`src/rtl/layer_sequencer.sv`:
```
`default_nettype none
// ============================================================================
// layer_sequencer
//   Broadcasts one input vector to a fully-connected layer, captures each
//   neuron's result pulse and streams the results downstream.
//   Revision: 1.0
// ============================================================================
module layer_sequencer #(
  parameter int numNeuron     = 30,
  parameter int numInput      = 784,
  parameter int dataWidth     = 16,
  parameter int timeoutCycles = 1023
) (
  input  logic                           clk,
  input  logic                           rst,
  input  logic                           start,
  input  logic [dataWidth-1:0]           in_data,
  input  logic                           in_valid,
  output logic                           in_ready,
  output logic [dataWidth-1:0]           nrn_data,
  output logic                           nrn_valid,
  input  logic [numNeuron*dataWidth-1:0] nrn_out,
  input  logic [numNeuron-1:0]           nrn_outvalid,
  output logic [dataWidth-1:0]           out_data,
  output logic                           out_valid,
  input  logic                           out_ready,
  output logic                           out_last,
  output logic                           busy,
  output logic                           done,
  output logic                           err_timeout
);

  localparam int ICW = $clog2(numInput + 1);
  localparam int WCW = $clog2(timeoutCycles + 1);
  localparam int IXW = $clog2(numNeuron + 1);
  localparam logic [ICW-1:0] IN_LAST   = ICW'(numInput - 1);
  localparam logic [WCW-1:0] WAIT_LAST = WCW'(timeoutCycles - 1);
  localparam logic [IXW-1:0] IDX_LAST  = IXW'(numNeuron - 1);

  typedef enum logic [1:0] {
    S_IDLE  = 2'd0,
    S_FEED  = 2'd1,
    S_WAIT  = 2'd2,
    S_DRAIN = 2'd3
  } state_t;

  state_t                 state_q, state_d;
  logic [ICW-1:0]         in_cnt_q, in_cnt_d;
  logic [WCW-1:0]         wait_cnt_q, wait_cnt_d;
  logic [IXW-1:0]         idx_q, idx_d;
  logic [numNeuron-1:0]   flag_q, flag_d;
  logic [dataWidth-1:0]   hold_q [numNeuron];
  logic [dataWidth-1:0]   hold_d [numNeuron];
  logic [dataWidth-1:0]   nrn_data_q, nrn_data_d;
  logic                   nrn_valid_q, nrn_valid_d;
  logic                   done_q, done_d;
  logic                   err_q, err_d;

  always_ff @(posedge clk or posedge rst) begin
    if (rst) state_q <= S_IDLE;
    else     state_q <= state_d;
  end

  always_comb begin
    state_d     = state_q;
    in_cnt_d    = in_cnt_q;
    wait_cnt_d  = wait_cnt_q;
    idx_d       = idx_q;
    flag_d      = flag_q;
    hold_d      = hold_q;
    nrn_data_d  = nrn_data_q;
    nrn_valid_d = 1'b0;
    done_d      = 1'b0;
    err_d       = err_q;

    // Capture runs first so the WAIT exit test sees this cycle's pulses.
    if (state_q == S_FEED || state_q == S_WAIT) begin
      for (int k = 0; k < numNeuron; k++) begin
        if (nrn_outvalid[k]) begin
          hold_d[k] = nrn_out[k*dataWidth +: dataWidth];
          flag_d[k] = 1'b1;
        end
      end
    end

    case (state_q)
      S_IDLE: begin
        if (start) begin
          state_d  = S_FEED;
          in_cnt_d = '0;
          idx_d    = '0;
          flag_d   = '0;
          err_d    = 1'b0;
          for (int k = 0; k < numNeuron; k++) hold_d[k] = '0;
        end
      end
      S_FEED: begin
        if (in_valid) begin
          nrn_data_d  = in_data;
          nrn_valid_d = 1'b1;
          in_cnt_d    = in_cnt_q + ICW'(1);
          if (in_cnt_q == IN_LAST) begin
            state_d    = S_WAIT;
            wait_cnt_d = '0;
          end
        end
      end
      S_WAIT: begin
        wait_cnt_d = wait_cnt_q + WCW'(1);
        if (&flag_d) begin
          state_d = S_DRAIN;
          idx_d   = '0;
        end else if (wait_cnt_q == WAIT_LAST) begin
          err_d   = 1'b1;
          state_d = S_DRAIN;
          idx_d   = '0;
        end
      end
      S_DRAIN: begin
        if (out_ready) begin
          if (idx_q == IDX_LAST) begin
            idx_d   = '0;
            state_d = S_IDLE;
            done_d  = 1'b1;
          end else begin
            idx_d = idx_q + IXW'(1);
          end
        end
      end
      default: state_d = S_IDLE;
    endcase
  end

  always_ff @(posedge clk or posedge rst) begin
    if (rst) begin
      in_cnt_q    <= '0;
      wait_cnt_q  <= '0;
      idx_q       <= '0;
      flag_q      <= '0;
      nrn_data_q  <= '0;
      nrn_valid_q <= 1'b0;
      done_q      <= 1'b0;
      err_q       <= 1'b0;
      for (int k = 0; k < numNeuron; k++) hold_q[k] <= '0;
    end else begin
      in_cnt_q    <= in_cnt_d;
      wait_cnt_q  <= wait_cnt_d;
      idx_q       <= idx_d;
      flag_q      <= flag_d;
      nrn_data_q  <= nrn_data_d;
      nrn_valid_q <= nrn_valid_d;
      done_q      <= done_d;
      err_q       <= err_d;
      for (int k = 0; k < numNeuron; k++) hold_q[k] <= hold_d[k];
    end
  end

  // Mux by compare so the index never reaches past the last holding register.
  always_comb begin
    out_data = '0;
    if (state_q == S_DRAIN) begin
      for (int k = 0; k < numNeuron; k++) begin
        if (idx_q == IXW'(k)) out_data = hold_q[k];
      end
    end
  end

  assign in_ready    = (state_q == S_FEED);
  assign out_valid   = (state_q == S_DRAIN);
  assign out_last    = (state_q == S_DRAIN) && (idx_q == IDX_LAST);
  assign busy        = (state_q != S_IDLE);
  assign nrn_data    = nrn_data_q;
  assign nrn_valid   = nrn_valid_q;
  assign done        = done_q;
  assign err_timeout = err_q;

endmodule
`default_nettype wire

```
`config.mk`:
```
export PLATFORM = sky130hd
export DESIGN_NAME = layer_sequencer
export DESIGN_NICKNAME = d
export VERILOG_FILES = /design/src/rtl/layer_sequencer.sv
export SDC_FILE = /design/constraint.sdc
export NUM_CORES = 2
export LEC_CHECK = 0
export BUFFER_PORTS_ARGS = -buffer_cell sky130_fd_sc_hd__buf_2
export CORE_MARGIN = 4
export CORE_UTILIZATION = 30
export CTS_CLUSTER_DIAMETER = 200
export DETAILED_ROUTE_END_ITERATION = 12
export HOLD_SLACK_MARGIN = 0.15
export SYNTH_ARGS = -nofsm -noshare
export SYNTH_HDL_FRONTEND = slang
export SYNTH_SLANG_ARGS = --single-unit
```
`constraint.sdc`:
```
create_clock -name clk -period 25.3 [get_ports clk]
set_input_delay 1.265 -clock clk [delete_from_list [all_inputs] [get_ports clk]]
set_output_delay 1.265 -clock clk [all_outputs]
set_load 0.05 [all_outputs]
```
# Word-level counts from Yosys, hierarchy flattened
# Index checks and enable logic that the tools add are counted.
# Widths: inputs -> output; s select.
# word_totals
ff_bits,556
elab_cells,226
# classes
n_reduce_logical,16
n_addsub,3
n_eq_ne,42
muxes,126
# op_table
cell,count
$mux 480,3
$mux 16,61
$mux 30,3
$eq 5x5->1 const B,14
$eq 5x4->1 const B,8
$mux 10,4
$pmux 10 s2,2
$mux 1,38
$reduce_and 30->1,1
$mux 5,5
$add 10x1->10 const B,2
$eq 10x10->1 const B,2
$eq 5x3->1 const B,4
$pmux 5 s3,1
$mux 2,7
$eq 5x2->1 const B,2
$ne 2x1->1 const B,4
$pmux 2 s4,1
$reduce_and 4->1,2
$reduce_bool 2->1,4
$ne 2x2->1 const B,3
$reduce_and 3->1,2
$reduce_and 6->1,1
$add 5x1->5 const B,1
other kinds (11),12

# Depth between registers and ports, before layout
# depth
ltp_word,32
mapped_depth,13

# Least setup slack after synthesis
# No wires, ideal clock.
# synth_path
path_kind,flip-flop to output port
start,register idx_q[0]
end,output out_data[14]
stages_incl_launch_ff,12
path_buffers,3
setup_slack_ns,20.185
arrival_time_ns,3.850
path_cell_list,dfrtp_1 > ha_1 > buf_2 > buf_1 > and3_1 > ha_1 > inv_1 > clkbuf_1 > o21ai_0 > a221oi_1 > o31a_1 > o41ai_1
# synth_between
elab_chain_cells,32
elab_cells_between_ends,61
classes_between,eq/ne (29); mux (31); reduce/logical (1)
# synth_rtl
element,line,source
from (decl),50,"logic [IXW-1:0] idx_q, idx_d;"
from (signal assigned),148,idx_q <= idx_d;
$logic_not 5->1,163,if (idx_q == IXW'(k)) out_data = hold_q[k];
$mux 16 (29 in series),163,
$mux 16 (*),163,
$mux 16 (*),161,if (state_q == S_DRAIN) begin
to (decl),24,"output logic [dataWidth-1:0] out_data,"
# Every way passes the cells marked *; elsewhere a longest branch is shown, timed or not.

# Worst setup path after layout
# layout_path
start,register idx_q[1]
end,output out_data[14]
# Same word-level chain as after synthesis.

==> results.json <==
{
  "placementRows": 109,
  "grt_pass1_wl_um": 180000,
  "synth_xor_area_share_pct": 0.226,
  "sw_frac_of_total_pct": 27.0,
  "synth_fp_nets": 3820,
  "nNetsFinal": 4240,
  "start_kind": "register",
  "synth_top_family_by_area": "simple AND/OR/NAND/NOR gates",
  "start_util_pct": 30.4,
  "dp_slack_ns": 19.44,
  "synth_cells": 3277,
  "ys_ff_latch": 556,
  "hold_viol_final": 0,
  "cts_buffers": 66,
  "drt_pass1_iterations": 9,
  "tightest_slew_ns": 1.21,
  "dpl_cell_area_sq_um": 30700,
  "cts-root-buf": "clkbuf_16",
  "post-cts-setup-buffer-count": 0,
  "wl_per_cell_um": 25.9,
  "mostFrequentLayoutCell": "nand2_1",
  "synthAdderAreaFrac_pct": 0.554,
  "period_share_pct": 25.8,
  "leakage_nw": 15.2,
  "crit_fanout": 56,
  "synth_flop_cell": "dfrtp_1",
  "seq_area_frac_synth_pct": 51.3,
  "clockPowerShare_pct": 43.9,
  "routed_wl_um": 128000,
  "finalCriticalPeriod_ns": 6.54,
  "cp.required_ns": 24.03,
  "yosysTopAreaCellShare_pct": 51.3,
  "yosysWarnings": 0,
  "synth_area_per_cell_sq_um": 8.27,
  "cts.sink_count": 556,
  "hold_path.class": "register to register",
  "antenna_found_initial": 35,
  "place.gp.congestion": 0.924,
  "combPwrFrac_pct": 10.3,
  "maxSlewViolCount": 0,
  "cts-htree-levels": 3,
  "fmax_mhz": 153,
  "synth_compound_area_share_pct": 20.2,
  "port_buffers": 569,
  "status": "finished clean",
  "core_area_sq_um": 89100,
  "power_frac_seq_pct": 45.8,
  "max_stage_delay_ns": 0.96,
  "cts_tree": "built",
  "num_vias": 26800,
  "crit_slowest_cell": "nor2_1",
  "grt.overflow.total": 0,
  "critPathCaptureType": "primary output",
  "critical_path.cell_chain": "inv_1 > ha_2 > inv_1 > nor2_1 > a221oi_1 > o31a_1 > o41ai_1 > buf_2",
  "power_switching_mw": 0.611,
  "r2r_cells": 9,
  "worstSetupPathType": "register to primary output",
  "clk-insertion-delay-late_ns": 0.61,
  "grt_pass1_vias": 26200,
  "design_area_sq_um": 33000,
  "yosys-top-cells-area": "dfrtp_1 (51%), nand2_1 (15%), a21oi_1 (10%), clkbuf_1 (2.7%), nor2_1 (2.0%)",
  "hpwl_um": 99300,
  "drive_above_1_share_pct": 19.7,
  "ios": 570,
  "finClkSkew_ns": 0.0285,
  "area_growth_pct": 21.6,
  "rsz0062_at_grt": "no",
  "ys_types": 77,
  "layout_common_cells": "nand2_1 (1104), buf_2 (569), dfrtp_1 (553), a21oi_1 (550), nor2_1 (142)",
  "setup-tns-final_ns": 0,
  "clock_path_buffers": 3,
  "die_x_um": 309,
  "yosys.area.top_type": "dfrtp_1",
  "hold_depth": 2,
  "cts_resized": 0,
  "hold-worst-slack_ns": 0.479,
  "fin_cells": 4922,
  "hold_buffers": 0,
  "path_clk_slew_ns": 0.07,
  "die_area_sq_um": 95200,
  "drv_cap": 0,
  "power.internal_mw": 1.65,
  "max_slew_margin_pct": 19.0,
  "synthMuxAreaShare_pct": 0.822,
  "setup_ws_ns": 18.76,
  "syn_area_sq_um": 27100,
  "route.detailed.drc": 0,
  "ant_nets": 0,
  "drt-vias-per-instance": 5.44,
  "dieHeight_um": 309,
  "irDropWorstVdd_uv": 39.1,
  "drt_first_iter_violations": 2945,
  "p_per_area_nw_per_um2": 68.6,
  "place_inst": 4794,
  "crit_top_cell": "inv_1",
  "ys_async_sr_fraction_pct": 100,
  "synth-simple-area-share_pct": 22.9,
  "cp.arrival_ns": 5.27,
  "synth_edf_count": 0,
  "setup_viol": 0,
  "gr-usage-all-layers_pct": 25.8,
  "grt_max_degree": 173
}
-- cell usage after synthesis (all sizes together), types with 18 or more instances --
master,count
mux2,18
nand3,42
inv,26
nor3,42
o22ai,63
a221oi,21
buf,49
o221ai,20
and2,34
a21oi,550
nand2b,24
a2bb2oi,18
a22oi,32
nand2,1105
clkbuf,193
nor2,143
o21ai,83
dfrtp,556
-- worst paths after layout --
kind                            slack (ns)                       to                    from
worst max register to register       21.19     idx_q[3]$_DFFE_PP0P_  state_q[1]$_DFFE_PP0P_
worst max-delay path                 18.76             out_data[14]    idx_q[1]$_DFFE_PP0P_
max in group asynchronous            22.13    hold_q[301]$_DFF_PP0_                     rst
worst min register to register        0.48     flag_q[29]$_DFF_PP0_    flag_q[29]$_DFF_PP0_
worst min-delay path                  0.48     flag_q[29]$_DFF_PP0_    flag_q[29]$_DFF_PP0_
min in group asynchronous             0.83  in_cnt_q[0]$_DFFE_PP0P_                     rst
-- power by group through the flow --
stage / Combinational [mW] / Sequential [mW] / Clock (mW)
final: 0.233 / 1.04 / 0.991
after global routing: 0.258 / 1.04 / 1.04
after CTS: 0.233 / 1.03 / 1.01
after detailed placement: 0.233 / 1.05 / 0
after global placement: 0.229 / 1.05 / 0
after floorplan: 0.125 / 1.02 / 0
-- critical path: cells and delay by family (launching register included) --
family	cells	cell delay, ns
adders and majority gates	1	0.90
and+or+nand+nor	1	0.96
buffers and inverters	3	1.21
DFF	1	0.43
AOI/OAI and AO/OA	3	1.13
-- per-stage QoR --
step / util, % / power (mW)
after floorplan: - / 1.15
after global placement: 34.5 / 1.28
after detailed placement: 34.5 / 1.28
after CTS: 37.0 / 2.27
after global routing: 37.0 / 2.34
final: 37.0 / 2.26
-- cell type report --
class                           instances  area (sq um)
Timing Repair Buffer                  594          3050
Fill cell                            9352         56100
Sequential cell                       556         13900
Clock inverter                         19           250
Multi-Input combinational cell       2452         12200
Inverter                               27           109
Tap cell                             1165          1460
Clock buffer                           95          1990
Antenna cell                           14          35.0
-- state kept, by name, indices dropped and copies added, names as in the netlist --
signal	cells
flag_q	30
wait_cnt_q	10
nrn_valid	1
err_timeout	1
in_cnt_q	10
idx_q	5
nrn_data	16
hold_q	480
done	1
state_q	2
-- routing by layer --
metal  GRT usage [%]  share of wire, %  vias up
li1                -                 -    12100
met1            33.8                40    13100
met2            41.9                47     1320
met3            5.88               9.6      223
met4            9.40               3.7       18
met5               0             0.096        -
-- cell families (layout without fill, tap and decap cells) --
family / Yosys count / in the layout
mux: 20 / 20
other cells: 0 / 14
fa+ha+maj: 12 / 12
xor+xnor: 7 / 7
simple gates: 1488 / 1488
flops: 556 / 556
buf+inv: 269 / 735
compound gates: 925 / 925
Power figures use the tool's default switching activity.
